--- config.mk ---
export PLATFORM = sky130hd
export DESIGN_NAME = shreg_seq_ctrl
export DESIGN_NICKNAME = d
export VERILOG_FILES = /design/src/rtl/shreg_seq_ctrl.sv
export SDC_FILE = /design/constraint.sdc
export NUM_CORES = 1
export LEC_CHECK = 0
export CAP_MARGIN = 20
export CORE_ASPECT_RATIO = 0.5
export CORE_UTILIZATION = 40
export DETAILED_ROUTE_END_ITERATION = 6
export HOLD_SLACK_MARGIN = 0.15
export PLACE_DENSITY_LB_ADDON = 0.15
export SLEW_MARGIN = 20
export SYNTH_ARGS = -nofsm -noshare
export SYNTH_HDL_FRONTEND = slang
export SYNTH_SLANG_ARGS = --single-unit
--- constraint.sdc ---
create_clock -name CLK -period 2.53 [get_ports CLK]
set_input_delay 0.3795 -clock CLK [delete_from_list [all_inputs] [get_ports CLK]]
set_output_delay 0.3795 -clock CLK [all_outputs]
set_load 0.005 [all_outputs]
--- src/rtl/shreg_seq_ctrl.sv ---
// Command sequencer for the N-bit universal shift register: turns LOAD/SHIFT/ROTATE
// commands into registered ENB/MODO/DIR/D/S_IN sequences and returns the settled Q bus.
module shreg_seq_ctrl #(
  parameter int N    = 4,
  parameter int CNTW = 3
) (
  input  logic            CLK,
  input  logic            RST,
  input  logic            iCmdValid,
  output logic            oCmdReady,
  input  logic [1:0]      iCmd,
  input  logic [CNTW-1:0] iCount,
  input  logic            iDir,
  input  logic [N-1:0]    iData,
  input  logic            iSerial,
  input  logic [N-1:0]    iQ,
  output logic            ENB,
  output logic            MODO1,
  output logic            MODO0,
  output logic            DIR,
  output logic [N-1:0]    D,
  output logic            S_IN,
  output logic            oBusy,
  output logic            oDone,
  output logic [N-1:0]    oResult
);

  // Cycles with ENB=0 before sampling Q, covering the flop output delay and mux paths.
  localparam int SETTLE_CYC = 2;

  typedef enum logic [2:0] {IDLE, LOAD, STEP, SETTLE, DONE} state_t;

  state_t          state;
  logic [CNTW-1:0] cnt;

  always_ff @(posedge CLK) begin
    if (RST) begin
      state     <= IDLE;
      oCmdReady <= 1'b1;
      oBusy     <= 1'b0;
      oDone     <= 1'b0;
      ENB       <= 1'b0;
      MODO1     <= 1'b0;
      MODO0     <= 1'b0;
      DIR       <= 1'b0;
      S_IN      <= 1'b0;
      D         <= '0;
      oResult   <= '0;
      cnt       <= '0;
    end else begin
      oDone <= 1'b0;
      case (state)
        IDLE: begin
          if (iCmdValid) begin
            oCmdReady <= 1'b0;
            oBusy     <= 1'b1;
            case (iCmd)
              2'b00: begin
                state <= LOAD;
                ENB   <= 1'b1;
                MODO1 <= 1'b1;
                D     <= iData;
              end
              2'b01, 2'b10: begin
                if (iCount != '0) begin
                  state <= STEP;
                  ENB   <= 1'b1;
                  MODO1 <= 1'b0;
                  MODO0 <= iCmd[1];
                  DIR   <= iDir;
                  S_IN  <= iSerial;
                  cnt   <= iCount;
                end else begin
                  state <= DONE;
                  oDone <= 1'b1;
                end
              end
              default: begin
                state <= DONE;
                oDone <= 1'b1;
              end
            endcase
          end
        end
        LOAD: begin
          state <= SETTLE;
          ENB   <= 1'b0;
          cnt   <= CNTW'(SETTLE_CYC - 1);
        end
        STEP: begin
          // Stopping at 1 keeps the counter from ever wrapping.
          if (cnt == CNTW'(1)) begin
            state <= SETTLE;
            ENB   <= 1'b0;
            cnt   <= CNTW'(SETTLE_CYC - 1);
          end else begin
            cnt <= cnt - CNTW'(1);
          end
        end
        SETTLE: begin
          if (cnt == '0) begin
            state   <= DONE;
            oDone   <= 1'b1;
            oResult <= iQ;
          end else begin
            cnt <= cnt - CNTW'(1);
          end
        end
        DONE: begin
          state     <= IDLE;
          oCmdReady <= 1'b1;
          oBusy     <= 1'b0;
        end
        default: begin
          state     <= IDLE;
          oCmdReady <= 1'b1;
          oBusy     <= 1'b0;
          ENB       <= 1'b0;
        end
      endcase
    end
  end

endmodule

==> results_dict.tcl, run 1 <==
set metrics [dict create \
    status "complete, no violations" \
    yosysMostFrequentCell "dfxtp_1" \
    nets 171 \
    min_to "oCmdReady$_SDFFE_PP1P_" \
    vias_per_cell 5.06 \
    setup_violations 0 \
    dpl-instance-area_um2 1420 \
    max_freq_ghz 0.487 \
    period_utilization_post_route 0.811 \
    worst_path_clk_slew_ns 0.08 \
    slew_violations 0 \
    detailedPlace.worstSlack_ns 0.191 \
    cts.path.max_buffers 2 \
    worstPathMaxFanout 4 \
    detailroute.via_count 921 \
    antenna-diode-count 0 \
    worstSetupStartpointType "input pin" \
    grt_start_max_net_pins 21 \
    timing.hold.worst_path_depth 2 \
    finClkSkew_ns 0.00359 \
    drt_first_iter_violations 44 \
    reg2reg_setup_slack_ns 0.87 \
    cts_root_buf "clkbuf_8" \
    synth_area_leaders "dfxtp_1 (41%), mux2i_1 (6.5%), ha_1 (5.8%)" \
    worstPathRequired_ns 2.73 \
    worstPathArrival_ns 2.25 \
    synth_largest_area_cell "dfxtp_1" \
    maxSlewHeadroom 0.646 \
    fin_crit_ns 2.05 \
    drt.antenna.violating_nets 0 \
    peakVddDrop_mv 0.331 \
    postCtsSetupRepairBufs 0 \
    cts_tree "built" \
    numPlacedInstances 178 \
    postSynthCellCount 114 \
    hpwl_mm 1.63 \
    final.setup.worst_slack_ns 0.477 \
    cts_num_sinks 22 \
    synth.lib_cells_used.distinct 37 \
    grt_setup_unrepaired "no" \
    synth_flop_cell "dfxtp_1" \
    share_of_flip_flops_with_an_asynchronous_set_or_reset 0 \
    reg2reg_path_depth 6 \
    fill_cells 214 \
    synth.cell_area_um2 1080 \
    cellPowerDensity_nw_per_um2 680 \
    cts.repair.resized 0 \
    worstReg2RegStart "cnt[0]$_SDFFE_PP0P_" \
    synth_fp_nets 137 \
    layout-area-overhead-vs-synth_pct 36.9 \
    pin_count 34 \
    holdWs_ns 0.448 \
    route.final.wire_length_mm 2.21 \
    layout.cells.non_filler 182 \
    totalPowerFinal_mw 1.00 \
    max-cap-violations 0 \
    fin_tns_setup_ns 0 \
    tightest_slew_ns 0.524 \
    endpoint_kind "flop" \
    floorplan.initialDensity 0.454 \
    synth.cells.most_frequent "dfxtp_1 (22), nor2_1 (14), a21oi_1 (10), nand2_1 (10), mux2i_1 (7)" \
    first_pass_iters 4 \
    postSynthRegisterBits 22 \
    hold_viol_final 0 \
    seq_area_frac_synth 0.409 \
    clock_latency_ns 0.26 \
    port_buffers 33 \
    synth_area_per_cell_um2 9.45 \
    finalWeightedCongestion 0.765 \
    die_x_um 75.4 \
    route.detailed.wl_per_inst_um 12.1 \
    number_of_global_route_vias_before_repair 777 \
    globalRouteTotalUtil 0.165 \
    hp-class "flop to flop" \
    grt_overflow_total 0 \
    cts_buffers 3 \
    worstHoldStart "oCmdReady$_SDFFE_PP1P_" \
    timing.setup.critical_path_class "input pin to flop" \
    antenna_found_initial 0 \
    placement_rows 12 \
    cts_hold_buf 0 \
    ys_warn_count 0 \
    final_core_utilization 0.622 \
    leakagePower_nw 0.556 \
    drt_drc_violations_left 0 \
    cts.htree.levels 1 \
    synth_enable_flop_cells 0 \
    global_route_wire_length_before_repair_mm 3.42 \
    synth_top_cell_area_share 0.409 \
    design.die.area_um2 2920 \
    post-route-cell-area_um2 1480 \
    core_footprint_um2 2370 \
    r2r_end "state[2]$_SDFFE_PP0P_" \
    final_layout_size_suffix_gt1_frac 0.109 \
    fp.dieH_um 38.7 \
]
[critical path, stage by stage]
cell and delay, ns:
clkdlybuf4s50_1 0.50, inv_1 0.05, ha_1 0.33, o311ai_0 0.20, a211oi_1 0.45, o221ai_1 0.19, a21oi_1 0.15
[layer usage]
| metal | up-vias | global-route usage | wire, µm |
|---|---|---|---|
| met1 | 428 | 0.204 | 1120 |
| li1 | 468 | - | - |
| met3 | 2 | 0.0781 | 166 |
| met5 | - | 0 | 0 |
| met2 | 23 | 0.268 | 922 |
| met4 | 0 | 0.0278 | 6 |
[layout by cell type, fill, tap and decap left out, types with 2 or more instances in the layout]
master and instances:
o211a_1 3, nor2_1 14, inv_1 6, a21oi_1 10, clkdlybuf4s50_1 33, o21ai_0 3
mux2i_1 7, nand2_1 10, dfxtp_1 22, nand2b_1 2, a2111oi_2 2, nand3_1 4
ha_1 5, clkbuf_8 4, buf_4 2
[worst max path at each step]
stage / slack (ns) / from / cells past startpoint / to
floorplan: 0.84 / iCmd[0] / 6 / oDone$_SDFF_PP0_
global placement: 0.24 / iCmd[1] / 7 / oDone$_SDFF_PP0_
detailed placement: 0.19 / iCmd[1] / 7 / cnt[0]$_SDFFE_PP0P_
CTS: 0.47 / iCmd[1] / 7 / cnt[0]$_SDFFE_PP0P_
global route: 0.36 / iCmd[1] / 7 / cnt[0]$_SDFFE_PP0P_
finish: 0.48 / iCmd[1] / 7 / cnt[0]$_SDFFE_PP0P_
[state kept, by name, indices dropped and copies added (netlist names)]
| signal | flops |
|---|---|
| MODO1 | 1 |
| oCmdReady | 1 |
| ENB | 1 |
| DIR | 1 |
| cnt | 3 |
| state | 3 |
| MODO0 | 1 |
| oResult | 4 |
| oBusy | 1 |
| S_IN | 1 |
| D | 4 |
| oDone | 1 |
[report_power, final]
part,switching [mW],leakage (nW),internal (mW)
Clock,0.110,0.0288,0.139
Combinational,0.150,0.347,0.174
Sequential,0.0422,0.180,0.389
Total,0.301,0.556,0.702
[layout make-up]
| cell class | count | area, µm² | area share |
|---|---|---|---|
| multi-input combinational | 80 | 568 | 0.385 |
| sequential | 22 | 440 | 0.299 |
| timing repair buffer | 35 | 345 | 0.234 |
| clock buffer | 4 | 55.1 | 0.0373 |
| tap | 35 | 43.8 | 0.0297 |
| inverter | 6 | 22.5 | 0.0153 |
[cell families after synthesis]
kind of cell / after synthesis / synth area share
compound gates: 27 / 0.206
xor+xnor: 1 / 0.00813
fa+ha+maj: 5 / 0.0581
buf+inv: 12 / 0.0639
flops: 22 / 0.409
mux: 7 / 0.0650
simple gates: 40 / 0.190
No activity file was read; power rests on OpenSTA's default activity.
==> inputs of run 2 (changes only) <==
clock period = 2.1 ns   (was 2.53 ns; I/O delays follow)
==> results_dict.tcl, run 2 (synthesis gave the netlist of run 1 again) <==
set metrics [dict create \
    peakVddDrop_mv 0.365 \
    post-route-cell-area_um2 1520 \
    fp.dieH_um 38.7 \
    drt_first_iter_violations 43 \
    clock_latency_ns 0.26 \
    pin_count 34 \
    route.final.wire_length_mm 2.34 \
    most_common_cell_after_layout_fill_and_taps_aside "clkdlybuf4s50_1" \
    layout_top_registers "D (4), oResult (4)" \
    grt_overflow_total 0 \
    layout.cells.most_common_list "clkdlybuf4s50_1 (33), dfxtp_1 (22), nor2_1 (14)" \
    die_x_um 75.4 \
    endpoint_kind "flop" \
    grt_setup_unrepaired "no" \
    hold_viol_final 0 \
    fill_cells 229 \
    hpwl_mm 1.78 \
    timing.setup.critical_path_class "input pin to flop" \
    tightest_slew_ns 0.540 \
    reg2reg_setup_slack_ns 0.43 \
    critical_path.endpoint "oDone$_SDFF_PP0_" \
    globalRouteTotalUtil 0.188 \
    final_layout_size_suffix_gt1_frac 0.144 \
    core_footprint_um2 2370 \
    grt_start_max_net_pins 17 \
    grtUsageMet1 0.230 \
    r2r_end "oDone$_SDFF_PP0_" \
    postCtsSetupRepairBufs 0 \
    cts.htree.levels 1 \
    top_usage_layer "met2" \
    number_of_global_route_vias_before_repair 864 \
    cts.path.max_buffers 2 \
    cts_buffers 3 \
    hp-class "flop to flop" \
    reg2reg_path_depth 6 \
    design.die.area_um2 2920 \
    port_buffers 33 \
    fin_tns_setup_ns 0 \
    antenna-diode-count 0 \
    use_met3 0.0781 \
    first_pass_iters 4 \
    nets 177 \
    worstPathMaxFanout 4 \
    cts_root_buf "clkbuf_8" \
    max-cap-violations 0 \
    floorplan.initialDensity 0.454 \
    worstPathRequired_ns 2.26 \
    leakagePower_nw 0.585 \
    worst_path_clk_slew_ns 0.08 \
    layout-area-overhead-vs-synth_pct 41.1 \
    cts.repair.resized 0 \
    worstSetupStartpointType "input pin" \
    crit_start "iCmd[0]" \
    slew_violations 0 \
    global_route_wire_length_before_repair_mm 3.94 \
    drt_drc_violations_left 0 \
    cts_num_sinks 22 \
    cellPowerDensity_nw_per_um2 811 \
    cts_hold_buf 0 \
    antenna_found_initial 0 \
    setup_violations 0 \
    holdWs_ns 0.454 \
    drt.antenna.violating_nets 0 \
    dpl-instance-area_um2 1470 \
    max_freq_ghz 0.508 \
    detailroute.via_count 940 \
    period_utilization_post_route 0.938 \
    status "complete, no violations" \
    finalWeightedCongestion 0.815 \
    vias_per_cell 5.00 \
    cts_tree "built" \
    finClkSkew_ns 0.00118 \
    worstPathArrival_ns 2.13 \
    grt_util_met2 0.313 \
    fin_crit_ns 1.97 \
    placement_rows 12 \
    route.detailed.wl_per_inst_um 12.4 \
    maxSlewHeadroom 0.640 \
    worstReg2RegStart "cnt[0]$_SDFFE_PP0P_" \
]
==> run 2: changes by cell type in the layout (fill, tap and decap cells not counted), sizes merged <==
cell	before	now
buf	2	8
==> run 2: through the flow <==
stage                     utilization  cells  total power [mW]  setup WS, ns
after floorplan                     -    114             0.796         0.477
after global placement          0.618    184             0.938       -0.0805
after detailed placement        0.618    184             0.938        -0.145
after CTS                       0.641    188              1.25         0.131
after global routing            0.641    188              1.32        0.0524
final                           0.641    188              1.23         0.130
==> run 2: where the power goes <==
| group | leakage [nW] | total (mW) | internal (mW) | switching [mW] |
|---|---|---|---|---|
| Clock | 0.0288 | 0.303 | 0.167 | 0.136 |
| Sequential | 0.180 | 0.522 | 0.469 | 0.0526 |
| Combinational | 0.376 | 0.407 | 0.226 | 0.182 |
==> run 2: metal layers <==
layer  share of wire  vias to the layer above
met1            0.49                      444
met2            0.44                       19
met4          0.0026                        0
met5               0                        -
met3           0.061                        2
li1                -                      475
==> run 2: worst min-delay path by stage <==
stage	cells after the start	to	startpoint
floorplan	2	oCmdReady$_SDFFE_PP1P_	RST
global placement	2	oCmdReady$_SDFFE_PP1P_	oCmdReady$_SDFFE_PP1P_
detailed placement	2	oCmdReady$_SDFFE_PP1P_	oCmdReady$_SDFFE_PP1P_
CTS	2	oCmdReady$_SDFFE_PP1P_	oCmdReady$_SDFFE_PP1P_
global route	2	D[1]$_SDFFE_PP0P_	D[1]$_SDFFE_PP0P_
finish	2	oCmdReady$_SDFFE_PP1P_	oCmdReady$_SDFFE_PP1P_
==> run 2: layout make-up <==
cell class                 count  area [µm²]  share of cell area
multi-input combinational     80         568               0.374
sequential                    22         440               0.290
timing repair buffer          41         390               0.257
clock buffer                   4        55.1              0.0362
tap                           35        43.8              0.0288
inverter                       6        22.5              0.0148
==> run 2: worst max-delay path, stage by stage <==
cell and delay (ns):
clkdlybuf4s50_1 0.48, inv_1 0.05, ha_1 0.34, o31a_1 0.18, a2111oi_4 0.32, a21oi_2 0.12
a2111oi_2 0.34
==> inputs of run 3 (changes only) <==
clock period = 2.5 ns   (was 2.1 ns; I/O delays follow)
==> results of run 3 <==
The final DEF is identical to that of run 1. Status: complete, no violations.
Among the figures that moved: setup slack after placement 0.191 ns -> 0.165 ns; setup slack after layout 0.477 ns -> 0.452 ns; register-to-register setup slack 0.87 ns -> 0.84 ns; total power 1.00 mW -> 1.02 mW; worst IR drop on VDD 0.331 mV -> 0.335 mV
